### src/rtl/div_share_ctrl.sv
// Two-port round-robin controller around a shared repeated-subtraction divider.
// Results come back on a shared bus, qualified by a one-cycle per-port ack.
module div_share_ctrl #(
  parameter int unsigned WIDTH = 16
) (
  input  logic             clk,
  input  logic             reset,
  input  logic             req0,
  input  logic [WIDTH-1:0] x0,
  input  logic [WIDTH-1:0] y0,
  input  logic             req1,
  input  logic [WIDTH-1:0] x1,
  input  logic [WIDTH-1:0] y1,
  output logic             ack0,
  output logic             ack1,
  output logic [WIDTH-1:0] quotient,
  output logic [WIDTH-1:0] remainder,
  output logic             err,
  output logic             busy,
  output logic             owner
);

  typedef enum logic [1:0] {
    IDLE = 2'd0,
    RUN  = 2'd1,
    DONE = 2'd2
  } state_t;

  state_t           state, state_nxt;
  logic             last, last_nxt;
  logic             owner_nxt;
  logic [WIDTH-1:0] rem_r, rem_nxt;
  logic [WIDTH-1:0] div_r, div_nxt;
  logic [WIDTH-1:0] quo_r, quo_nxt;
  logic             err_r, err_r_nxt;
  logic             ack0_nxt, ack1_nxt;
  logic [WIDTH-1:0] quotient_nxt, remainder_nxt;
  logic             err_nxt, busy_nxt;

  // Arbitration and operand select; a tie goes to the port that was not served last
  logic             req_any_c;
  logic             gnt_port_c;
  logic [WIDTH-1:0] sel_x_c, sel_y_c;
  logic             rem_ge_c;
  logic [WIDTH-1:0] rem_diff_c;

  always_comb begin
    req_any_c  = req0 | req1;
    gnt_port_c = (req0 && req1) ? ~last : req1;
    sel_x_c    = gnt_port_c ? x1 : x0;
    sel_y_c    = gnt_port_c ? y1 : y0;
    rem_ge_c   = (rem_r >= div_r);
    rem_diff_c = rem_r - div_r;
  end

  // Next-state, datapath and output computation
  always_comb begin
    state_nxt     = state;
    last_nxt      = last;
    owner_nxt     = owner;
    rem_nxt       = rem_r;
    div_nxt       = div_r;
    quo_nxt       = quo_r;
    err_r_nxt     = err_r;
    ack0_nxt      = 1'b0;
    ack1_nxt      = 1'b0;
    err_nxt       = 1'b0;
    quotient_nxt  = quotient;
    remainder_nxt = remainder;

    case (state)
      IDLE: begin
        if (req_any_c) begin
          owner_nxt = gnt_port_c;
          rem_nxt   = sel_x_c;
          div_nxt   = sel_y_c;
          quo_nxt   = '0;
          if (sel_y_c == '0) begin
            err_r_nxt = 1'b1;
            state_nxt = DONE;
          end else begin
            err_r_nxt = 1'b0;
            state_nxt = RUN;
          end
        end
      end
      RUN: begin
        if (rem_ge_c) begin
          rem_nxt = rem_diff_c;
          quo_nxt = quo_r + WIDTH'(1);
        end else begin
          state_nxt = DONE;
        end
      end
      DONE: begin
        last_nxt  = owner;
        state_nxt = IDLE;
      end
      default: state_nxt = IDLE;
    endcase

    // Result bus and ack are loaded on the edge into DONE so they line up with it
    if (state_nxt == DONE) begin
      ack0_nxt      = ~owner_nxt;
      ack1_nxt      = owner_nxt;
      err_nxt       = err_r_nxt;
      quotient_nxt  = err_r_nxt ? {WIDTH{1'b1}} : quo_nxt;
      remainder_nxt = rem_nxt;
    end

    busy_nxt = (state_nxt != IDLE);
  end

  always_ff @(posedge clk or negedge reset) begin
    if (!reset) begin
      state     <= IDLE;
      last      <= 1'b1;
      owner     <= 1'b0;
      rem_r     <= '0;
      div_r     <= '0;
      quo_r     <= '0;
      err_r     <= 1'b0;
      ack0      <= 1'b0;
      ack1      <= 1'b0;
      err       <= 1'b0;
      busy      <= 1'b0;
      quotient  <= '0;
      remainder <= '0;
    end else begin
      state     <= state_nxt;
      last      <= last_nxt;
      owner     <= owner_nxt;
      rem_r     <= rem_nxt;
      div_r     <= div_nxt;
      quo_r     <= quo_nxt;
      err_r     <= err_r_nxt;
      ack0      <= ack0_nxt;
      ack1      <= ack1_nxt;
      err       <= err_nxt;
      busy      <= busy_nxt;
      quotient  <= quotient_nxt;
      remainder <= remainder_nxt;
    end
  end

endmodule

### config.mk
export PLATFORM = sky130hd
export DESIGN_NAME = div_share_ctrl
export DESIGN_NICKNAME = d
export VERILOG_FILES = /design/src/rtl/div_share_ctrl.sv
export SDC_FILE = /design/constraint.sdc
export NUM_CORES = 1
export LEC_CHECK = 0
export CORE_AREA = 3 3 102 104
export CTS_CLUSTER_DIAMETER = 50
export DETAILED_ROUTE_END_ITERATION = 6
export DIE_AREA = 0 0 105 107
export PLACE_DENSITY = 0.8
export SLEW_MARGIN = 15
export SYNTH_ARGS = -nofsm -noshare
export SYNTH_HDL_FRONTEND = slang
export SYNTH_SLANG_ARGS = --single-unit
### constraint.sdc
create_clock -name clk -period 3.5 [get_ports clk]
set_input_delay 1.05 -clock clk [delete_from_list [all_inputs] [get_ports clk]]
set_output_delay 1.05 -clock clk [all_outputs]
set_load 0.005 [all_outputs]
==> results of run 1 <==
[final cells by class]
| class | count | area [um^2] |
|---|---|---|
| well taps | 133 | 166 |
| clock buffers | 9 | 124 |
| repair buffers | 118 | 1170 |
| inverters | 23 | 86.3 |
| flip-flops and latches | 89 | 2230 |
| clock inverters | 7 | 126 |
| multi-input cells | 389 | 2360 |
| fillers | 811 | 3380 |
[power groups by stage]
stage / Combinational [W] / Sequential, W / Clock [W]
detailed placement: 0.00355 / 0.00177 / 0
global route: 0.00398 / 0.00181 / 0.000926
global placement: 0.00345 / 0.00176 / 0
CTS: 0.00358 / 0.00176 / 0.000880
floorplan: 0.00243 / 0.00173 / 0
finish: 0.00358 / 0.00176 / 0.000868
[per-stage QoR]
stage	hold WS, ns	std cells
after floorplan	0.426	527
after global placement	0.440	752
after detailed placement	0.457	752
after CTS	0.475	768
after global routing	0.507	768
final	0.474	768
[layout by cell type (no fill, tap or decap), types with 9 or more instances in the layout]
cell	synthesis	final
inv_1	23	23
xor2_1	9	9
clkbuf_8	0	9
o21ai_0	26	26
nand3_1	10	10
clkdlybuf4s50_1	0	103
nor2_1	46	46
ha_1	17	17
a21oi_1	54	54
nand2_1	88	88
buf_4	1	13
nand4_1	9	9
dfrtp_1	88	88
a31oi_1	24	24
[flip-flops by register name (all words and copies together), names as in the netlist]
| signal | count |
|---|---|
| rem_r | 16 |
| err_r | 1 |
| quotient | 16 |
| quo_r | 16 |
| div_r | 16 |
| err | 1 |
| remainder | 16 |
| owner | 1 |
| ack0 | 1 |
| state | 2 |
| last | 1 |
| busy | 1 |
| ack1 | 1 |
[layer usage]
metal | up-vias | GRT usage
met4 | 0 | 0.0694
li1 | 2082 | -
met3 | 17 | 0.0415
met1 | 2069 | 0.285
met5 | - | 0
met2 | 133 | 0.396
[Yosys cell counts (5+ instances only)]
| cell | count | area [um^2] |
|---|---|---|
| dfrtp_1 | 88 | 2200 |
| nand2_1 | 88 | 330 |
| a21oi_1 | 54 | 270 |
| nor2_1 | 46 | 173 |
| o21ai_0 | 26 | 130 |
| a31oi_1 | 24 | 150 |
| inv_1 | 23 | 86.3 |
| ha_1 | 17 | 213 |
| clkbuf_1 | 14 | 52.6 |
| nand3_1 | 10 | 50.1 |
| nand4_1 | 9 | 56.3 |
| xor2_1 | 9 | 78.8 |
| a221o_1 | 8 | 80.1 |
| nor4_1 | 8 | 50.1 |
| nor3_1 | 7 | 35.0 |
| and2_1 | 6 | 37.5 |
| and3_1 | 6 | 37.5 |
| buf_2 | 6 | 30.0 |
| mux2_2 | 6 | 67.6 |
| o22a_1 | 6 | 52.6 |
| a21o_1 | 5 | 37.5 |
| mux2_4 | 5 | 75.1 |
| xnor2_1 | 5 | 43.8 |
[kinds of logic after synthesis]
group / after synthesis
AOI/OAI and AO/OA: 148
xor gates and xnor gates: 14
adders and majority gates: 18
buffers and inverters: 49
DFF: 89
muxes: 15
and+or+nand+nor: 194
[critical path, cell delays in order, from the launching register on]
cell      delay [ns]
dfrtp_1         0.35
inv_1           0.05
ha_1            0.21
inv_1           0.08
fa_1            0.21
nand3_1         0.19
a311oi_2        0.30
a211oi_1        0.08
o21ai_1         0.75
o21bai_2        0.25
buf_4           0.23
mux2_4          0.29
[final timing paths]
path | startpoint | to | slack, ns | cells after the start
min in group asynchronous | reset | ack1 | 0.67 | 1
max in group asynchronous | reset | last | 2.06 | 2
worst max-delay path | rem_r[0] | remainder[9] | 0.40 | 11
worst min register to register | quo_r[15] | quo_r[15] | 0.47 | 1
worst min-delay path | quo_r[15] | quo_r[15] | 0.47 | 1
worst max register to register | rem_r[0] | remainder[9] | 0.40 | 11
==> metrics.csv, run 1 <==
stage;metric;value;unit
layout;Total Nets Final;716;
placed_design;GP Congestion;0.952;
logic_synthesis;adder-cell share of the synthesized area;0.0485;
global_routing;first-pass GRT wire length;20.5;mm
sta;Final Cycle Share;0.886;
sta;Period minus WS final;3.10;ns
logic_synthesis;largest family of logic cells by synthesized area;compound AO/OA/AOI/OAI gates;
route;final WL;12.1;mm
logic_synthesis;Unique masters post-synth;56;
global_routing;initial antenna violation count;0;
pwr;Sw Ratio;0.411;
placed_design;DPL Wire Length;9.13;mm
clock_tree;hold buffers post-CTS;0;
logic_synthesis;Seq cells post-synth;89;
placed_design;Post-Place Cell Area;6010;um^2
pwr;Logic pwr share;0.577;
clock_tree;H-tree Lvls;3;
route;Avg Vias per Cell;5.60;
sta;Final Hold Fails;0;
layout;Area Overhead vs Synth;30.3;%
layout;fin area;6260;um^2
logic_synthesis;syn nets;613;
sta;clk_skew;0.0120;ns
route;post-route ant nets;0;
global_routing;gr ovfl total;0;
logic_synthesis;mux contribution to synthesized area;0.0380;
min_path;HP Class;flop to flop;
layout;fraction of layout cells with a size suffix above 1;0.0835;
route;highest metal used;met4;
floorplan;Core Rows;36;
logic_synthesis;Synth Flop Type;dfrtp_1;
route;WL/cell;15.8;um
sta;Setup TNS Final;0;ns
floorplan;Die Area;11200;um^2
floorplan;Die Ht;107;um
route;Iter 0 DRT Violations;202;
sta;final setup violation count;0;
global_routing;largest net degree at the start of global routing;47;
sta;slew margin rel.;0.361;
setup_path;element type at the critical path end;flop;
floorplan;Die W;105;um
route;Via Count;4301;
outcome;status;finished clean;
logic_synthesis;Ys Warns;0;
logic_synthesis;post-synthesis compound-gate area fraction;0.195;
logic_synthesis;register area share after synthesis;0.464;
floorplan;core area;9640;um^2
clock_tree;CTS tree;yes;
setup_path;Startpoint Class;flop;
pwr;Sequential Power Share;0.284;
placed_design;Port-buffer cells;104;
clock_tree;Bufs on Longest Clock Path;2;
clock_tree;Root Buffer;clkbuf_8;
clock_tree;postcts setup bufs;0;
clock_tree;clk_lat worst skew;0.36;ns
pwr;Clk pwr share;0.140;
layout;fin util;0.649;
layout;n_diodes;0;
floorplan;IO Count;105;
route;DR WL met3;572;um
pwr;PnR Total Power;0.00621;W
logic_synthesis;Post-Syn Area per Cell;9.11;um^2
logic_synthesis;Post-Syn Area;4800;um^2
pwr;Pint;0.00366;W
logic_synthesis;ys async rst share;1.00;
clock_tree;clock sink total;89;
sta;maximum clock frequency;0.322;GHz
pwr;Pwr Density;992;nW/um^2
sta;max-slew violation count;0;
route;1st-pass router iterations;4;
global_routing;vias in the first global route;4381;
route;DR DRC count;0;
pwr;Peak VDD IR;0.000444;V
route;wire length on met2;6.05;mm
floorplan;initial core utilization;0.498;
sta;RSZ-0062 raised after global routing;no;
global_routing;Total GRT Usage;0.226;
pwr;Leak;2.75;nW
clock_tree;Reg clk slew, reported paths;0.10;ns
route;M1 WL;5.22;mm
sta;Slew @ Worst Pin;0.952;ns
setup_path;critical path type;flop to flop;
sta;Setup WS post-layout;0.398;ns
clock_tree;# resized after CTS;0;
setup_path;critical path arrival;3.36;ns
pwr;P_sw;0.00255;W
setup_path;worst-path fanout max;13;
logic_synthesis;post-synthesis simple-gate area fraction;0.183;
clock_tree;number of CTS-inserted buffers;9;
logic_synthesis;number of flops mapped to enable cells by yosys;0;
logic_synthesis;Synth Area in XOR/XNOR;0.0255;
setup_path;Critical Path RT;3.75;ns
job;MaxCap Viol Count;0;
logic_synthesis;cell count after synthesis;527;
placed_design;post-place setup slack;0.179;ns
Power figures use the tool's default switching activity.
==> inputs of run 2 (changes only) <==
--- a/config.mk
+++ b/config.mk
@@ -5,11 +5,12 @@
 export SDC_FILE = /design/constraint.sdc
 export NUM_CORES = 1
 export LEC_CHECK = 0
-export CORE_AREA = 3 3 102 104
+export CORE_AREA = 3 3 114 116
 export CTS_CLUSTER_DIAMETER = 50
+export CTS_CLUSTER_SIZE = 28
 export DETAILED_ROUTE_END_ITERATION = 6
-export DIE_AREA = 0 0 105 107
-export PLACE_DENSITY = 0.8
+export DIE_AREA = 0 0 117 119
+export PLACE_DENSITY = 0.67
 export SLEW_MARGIN = 15
 export SYNTH_ARGS = -nofsm -noshare
 export SYNTH_HDL_FRONTEND = slang
==> metrics.csv, run 2 (same netlist as run 1, synthesis figures left out) <==
stage;metric;value;unit;change
setup_path;critical path cell sequence;inv_1, ha_1, inv_1, fa_1, nand3_1, a311oi_2, a211oi_1, o21ai_1, o21bai_2, buf_4, nor2_1, a21oi_1;;
floorplan;Core Rows;40;;+11%
setup_path;max incr delay on CP;0.79;ns;+0.04 ns
sta;Hold WS;0.469;ns;-0.00549 ns
layout;commonest non-fill, non-tap cell in the layout;clkdlybuf4s50_1;;
route;DR DRC count;0;;unchanged
floorplan;IO Count;105;;unchanged
layout;sequential cell area;2230;um^2;unchanged
setup_path;critical path type;flop to flop;;
sta;Period minus WS final;3.18;ns;+0.0759 ns
clock_tree;number of CTS-inserted buffers;9;;unchanged
route;Iter 0 DRT Violations;310;;+53%
global_routing;gr ovfl total;0;;unchanged
clock_tree;hold buffers post-CTS;0;;unchanged
setup_path;CP max stage cell;o21bai_2;;
pwr;Peak VDD IR;0.000383;V;-14%
clock_tree;clock sink total;89;;unchanged
pwr;PnR Total Power;0.00640;W;+3.1%
outcome;status;finished clean;;
setup_path;worst-path fanout max;14;;+1
clock_tree;clk_lat worst skew;0.34;ns;-0.02 ns
clock_tree;# resized after CTS;0;;unchanged
route;Avg Vias per Cell;5.44;;-2.8%
global_routing;first-pass GRT wire length;21.0;mm;+2.8%
clock_tree;CTS tree;yes;;
setup_path;critical path's most frequent cell;inv_1;;
layout;fraction of layout cells with a size suffix above 1;0.0862;;+0.00274
placed_design;Port-buffer cells;104;;unchanged
setup_path;delay-heaviest family, CP;compound AO/OA/AOI/OAI gates;;
route;1st-pass router iterations;4;;unchanged
setup_path;element type at the critical path end;flop;;
sta;Slew @ Worst Pin;1.00;ns;+0.0518 ns
sta;slew margin rel.;0.330;;-0.0307
clock_tree;Root Buffer;clkbuf_16;;
sta;maximum clock frequency;0.315;GHz;-2.4%
floorplan;Die W;117;um;+11%
global_routing;largest net degree at the start of global routing;46;;-2.1%
placed_design;DPL Wire Length;9.55;mm;+4.5%
setup_path;worst path bufs/invs;3;;unchanged
global_routing;Total GRT Usage;0.190;;-0.0357
clock_tree;H-tree Lvls;3;;unchanged
route;Via Count;4272;;-0.67%
placed_design;GP Congestion;0.865;;-9.2%
pwr;Pwr Density;1010;nW/um^2;+1.7%
job;MaxCap Viol Count;0;;unchanged
global_routing;vias in the first global route;4277;;-2.4%
route;post-route ant nets;0;;unchanged
setup_path;critical path arrival;3.44;ns;+0.08 ns
route;WL/cell;16.4;um;+4.0%
floorplan;Die Area;13900;um^2;+24%
clock_tree;Bufs on Longest Clock Path;2;;unchanged
sta;Setup TNS Final;0;ns;unchanged
sta;Final Hold Fails;0;;unchanged
layout;area of the multi-input gates;2360;um^2;unchanged
sta;clk_skew;0.00999;ns;-0.00203 ns
layout;n_diodes;0;;unchanged
setup_path;Startpoint Class;flop;;
sta;max-slew violation count;0;;unchanged
sta;Final Cycle Share;0.908;;+0.0217
floorplan;Die Ht;119;um;+11%
floorplan;core area;12000;um^2;+25%
pwr;Leak;2.79;nW;+1.4%
clock_tree;postcts setup bufs;0;;unchanged
route;final WL;12.9;mm;+6.3%
layout;commonest non-fill, non-tap cells in the layout;clkdlybuf4s50_1 (103), nand2_1 (88), dfrtp_1 (88), a21oi_1 (54), nor2_1 (46);;
sta;RSZ-0062 raised after global routing;no;;
setup_path;Critical Path RT;3.76;ns;about the same
global_routing;initial antenna violation count;0;;unchanged
min_path;HP Class;flop to flop;;
layout;Total Nets Final;719;;+0.42%
sta;final setup violation count;0;;unchanged
layout;Area Overhead vs Synth;32.0;%;
layout;fill cell count;1100;;+36%
clock_tree;Reg clk slew, reported paths;0.07;ns;-0.03 ns
floorplan;initial core utilization;0.400;;-0.0984
run 2: cell type report:
cell class,count,share of cell area
clock inverters,6,0.0142
well taps,147,0.0290
clock buffers,10,0.0361
inverters,23,0.0136
flip-flops and latches,89,0.351
multi-input cells,389,0.372
repair buffers,121,0.184
run 2: power breakdown:
part	internal [W]	switching (W)	leakage (nW)
combinational	0.00168	0.00192	1.55
clock	0.000630	0.000422	0.153
sequential	0.00149	0.000266	1.08
total	0.00379	0.00260	2.79
run 2: worst reg2reg max path: stages (launching register included):
cell	delay [ns]
dfrtp_1	0.38
inv_1	0.06
ha_1	0.16
inv_1	0.06
fa_1	0.39
nand3_1	0.20
a311oi_2	0.16
a211oi_1	0.26
o21ai_1	0.15
o21bai_2	0.79
buf_4	0.33
nor2_1	0.06
a21oi_1	0.12
run 2: layer usage:
metal / share of wire / track usage
met5: 0 / 0
met4: 0.014 / 0.0523
met3: 0.055 / 0.0325
met2: 0.49 / 0.314
met1: 0.44 / 0.256
run 2: final timing paths:
kind                            from     endpoint  cells after the start  slack, ns
setup / recovery            rem_r[0]  quotient[5]                     12       0.32
min in group asynchronous      reset     quo_r[7]                      1       0.70
hold reg to reg            quo_r[15]    quo_r[15]                      1       0.47
max in group asynchronous      reset         last                      2       2.01
setup reg to reg            rem_r[0]  quotient[5]                     12       0.32
hold / removal             quo_r[15]    quo_r[15]                      1       0.47
run 2: through the flow:
| step | worst slack, ns | utilization | instances | instance area, um^2 |
|---|---|---|---|---|
| 6_report | 0.322 | 0.528 | 785 | 6340 |
| 5_1_grt | 0.0797 | 0.528 | 785 | 6340 |
| 4_1_cts | 0.334 | 0.528 | 785 | 6340 |
| 3_5_place_dp | 0.101 | 0.501 | 769 | 6020 |
| 3_3_place_gp | 0.205 | 0.501 | 769 | 6020 |
| 2_1_floorplan | 0.644 | - | 527 | 4800 |
==> inputs of run 3 (changes only) <==
--- a/config.mk
+++ b/config.mk
@@ -10,8 +10,8 @@
 export CTS_CLUSTER_SIZE = 28
 export DETAILED_ROUTE_END_ITERATION = 6
 export DIE_AREA = 0 0 117 119
-export PLACE_DENSITY = 0.67
-export SLEW_MARGIN = 15
+export PLACE_DENSITY = 0.69
+export SLEW_MARGIN = 0
 export SYNTH_ARGS = -nofsm -noshare
 export SYNTH_HDL_FRONTEND = slang
 export SYNTH_SLANG_ARGS = --single-unit
==> constraint.sdc (replaced) <==
create_clock -name clk -period 2.7 [get_ports clk]
set_input_delay 0.81 -clock clk [delete_from_list [all_inputs] [get_ports clk]]
set_output_delay 0.81 -clock clk [all_outputs]
set_load 0.005 [all_outputs]
==> metrics.csv, run 3 (same netlist as run 1, synthesis figures left out) <==
stage;metric;value;unit;change
outcome;status;finished clean;;
placed_design;GP Congestion;0.908;;+5.0%
global_routing;Total GRT Usage;0.193;;+0.00297
clock_tree;clock sink total;89;;unchanged
floorplan;initial core utilization;0.400;;unchanged
setup_path;CP max stage cell;clkdlybuf4s50_1;;
route;WL/cell;16.4;um;about the same
layout;Area Overhead vs Synth;42.1;%;
layout;n_diodes;0;;unchanged
setup_path;max incr delay on CP;0.43;ns;-0.36 ns
floorplan;core area;12000;um^2;unchanged
global_routing;initial antenna violation count;0;;unchanged
pwr;Leak;3.05;nW;+9.5%
min_path;HP Class;primary input to asynchronous set/reset pin;;
route;post-route ant nets;0;;unchanged
layout;commonest non-fill, non-tap cells in the layout;clkdlybuf4s50_1 (99), nand2_1 (88), dfrtp_1 (88), a21oi_1 (53);;
global_routing;first-pass GRT wire length;21.6;mm;+2.5%
clock_tree;Reg clk slew, reported paths;0.07;ns;about the same
sta;Hold WS;0.418;ns;-0.0504 ns
global_routing;gr ovfl total;0;;unchanged
layout;fill cell count;1078;;-2.0%
pwr;Sw Ratio;0.395;;-0.0119
floorplan;Die W;117;um;unchanged
route;final WL;13.5;mm;+4.9%
pwr;PnR Total Power;0.00902;W;+41%
pwr;Pwr Density;1320;nW/um^2;+31%
layout;fin util;0.568;;+0.0403
layout;fraction of layout cells with a size suffix above 1;0.161;;+0.0748
floorplan;Die Area;13900;um^2;unchanged
sta;max-slew violation count;0;;unchanged
global_routing;largest net degree at the start of global routing;55;;+20%
setup_path;Critical Path RT;2.93;ns;-0.83 ns
sta;slew margin rel.;0.666;;+0.336
global_routing;vias in the first global route;4477;;+4.7%
clock_tree;H-tree Lvls;3;;unchanged
sta;clk_skew;0.00953;ns;-0.000458 ns
clock_tree;clk_lat worst skew;0.35;ns;about the same
sta;maximum clock frequency;0.374;GHz;
job;MaxCap Viol Count;0;;unchanged
pwr;Clk pwr share;0.153;;-0.011
route;Via Count;4458;;+4.4%
floorplan;Die Ht;119;um;unchanged
floorplan;IO Count;105;;unchanged
pwr;Sequential Power Share;0.254;;-0.020
clock_tree;CTS tree;yes;;
setup_path;worst-path fanout max;5;;-9
route;DR DRC count;0;;unchanged
pwr;Logic pwr share;0.593;;+0.032
clock_tree;number of CTS-inserted buffers;9;;unchanged
sta;final setup violation count;0;;unchanged
setup_path;Startpoint Class;primary input;;
sta;Final Cycle Share;0.991;;
pwr;Pint;0.00545;W;+44%
placed_design;DPL Wire Length;10.0;mm;+4.8%
setup_path;critical path arrival;2.90;ns;-0.54 ns
setup_path;critical path cell sequence;clkdlybuf4s50_1, nor4_1, nand4_1, mux2i_2, and2_4, o21bai_4, buf_12, mux2_2;;
pwr;P_sw;0.00356;W;+37%
floorplan;Core Rows;40;;unchanged
route;Iter 0 DRT Violations;297;;-4.2%
placed_design;Port-buffer cells;104;;unchanged
sta;Period minus WS final;2.68;ns;
clock_tree;Bufs on Longest Clock Path;2;;unchanged
clock_tree;Root Buffer;clkbuf_16;;
placed_design;Inst Count DP;796;;+3.5%
sta;Slew @ Worst Pin;0.499;ns;-0.505 ns
setup_path;element type at the critical path end;flop;;
layout;fin cells;824;;+5.0%
layout;Total Nets Final;758;;+5.4%
setup_path;worst-case reg-to-reg path depth;11;;-1
route;Avg Vias per Cell;5.41;;-0.59%
layout;commonest non-fill, non-tap cell in the layout;clkdlybuf4s50_1;;
route;1st-pass router iterations;4;;unchanged
clock_tree;hold buffers post-CTS;0;;unchanged
pwr;Peak VDD IR;0.000472;V;+23%
setup_path;critical path type;primary input to flop;;
sta;Final Hold Fails;0;;unchanged
## run 3: layout make-up
class                   instances  area, um^2  area share
inverters                      23        86.3      0.0126
clock buffers                  11         243      0.0356
clock inverters                 5        87.6      0.0128
multi-input cells             390        2440       0.357
flip-flops and latches         89        2230       0.326
repair buffers                159        1560       0.229
well taps                     147         184      0.0269
## run 3: repair_timing
| item | in CTS | in global routing |
|---|---|---|
| pin swaps | 1 | 13 |
| cloned | 0 | 2 |
| endpoints found under the setup margin | 21 | 33 |
| setup buffers | 1 | 9 |
| gates resized for setup | 4 | 23 |
## run 3: final timing paths
| kind | start | end | slack [ns] |
|---|---|---|---|
| setup / recovery | y0[3] | remainder[3] | 0.02 |
| hold reg to reg | quo_r[15] | quo_r[15] | 0.46 |
| hold / removal | reset | quo_r[2] | 0.42 |
| max in group asynchronous | reset | last | 1.61 |
| min in group clk | quo_r[15] | quo_r[15] | 0.46 |
| setup reg to reg | rem_r[0] | remainder[1] | 0.04 |
## run 3: critical path, delay by kind of cell
| family | cells | cell delay [ns] |
|---|---|---|
| AOI/OAI and AO/OA | 1 | 0.16 |
| muxes | 2 | 0.62 |
| and+or+nand+nor | 3 | 0.72 |
| buffers and inverters | 2 | 0.58 |
## run 3: routing by layer
| layer | global-route usage | vias to the layer above | share of wire |
|---|---|---|---|
| li1 | - | 2171 | - |
| met1 | 0.255 | 2151 | 0.44 |
| met2 | 0.322 | 115 | 0.50 |
| met3 | 0.0269 | 21 | 0.042 |
| met4 | 0.0652 | 0 | 0.018 |
| met5 | 0 | - | 0 |
## run 3: power by group through the flow
stage          combinational, W  clock [W]  sequential [W]
5_1_grt                 0.00588    0.00145         0.00235
6_report                0.00534    0.00138         0.00229
3_3_place_gp            0.00487          0         0.00229
2_1_floorplan           0.00316          0         0.00224
4_1_cts                 0.00503    0.00140         0.00229
3_5_place_dp            0.00499          0         0.00232
## run 3: through the flow
| stage | instance area [um^2] | TNS (ns) | setup WS (ns) |
|---|---|---|---|
| after floorplan | 4810 | 0 | 0.00115 |
| after global placement | 6290 | -7.56 | -0.323 |
| after detailed placement | 6290 | -10.58 | -0.428 |
| after CTS | 6650 | -0.00444 | -0.00444 |
| after global routing | 6830 | -0.0428 | -0.0170 |
| final | 6830 | 0 | 0.0230 |
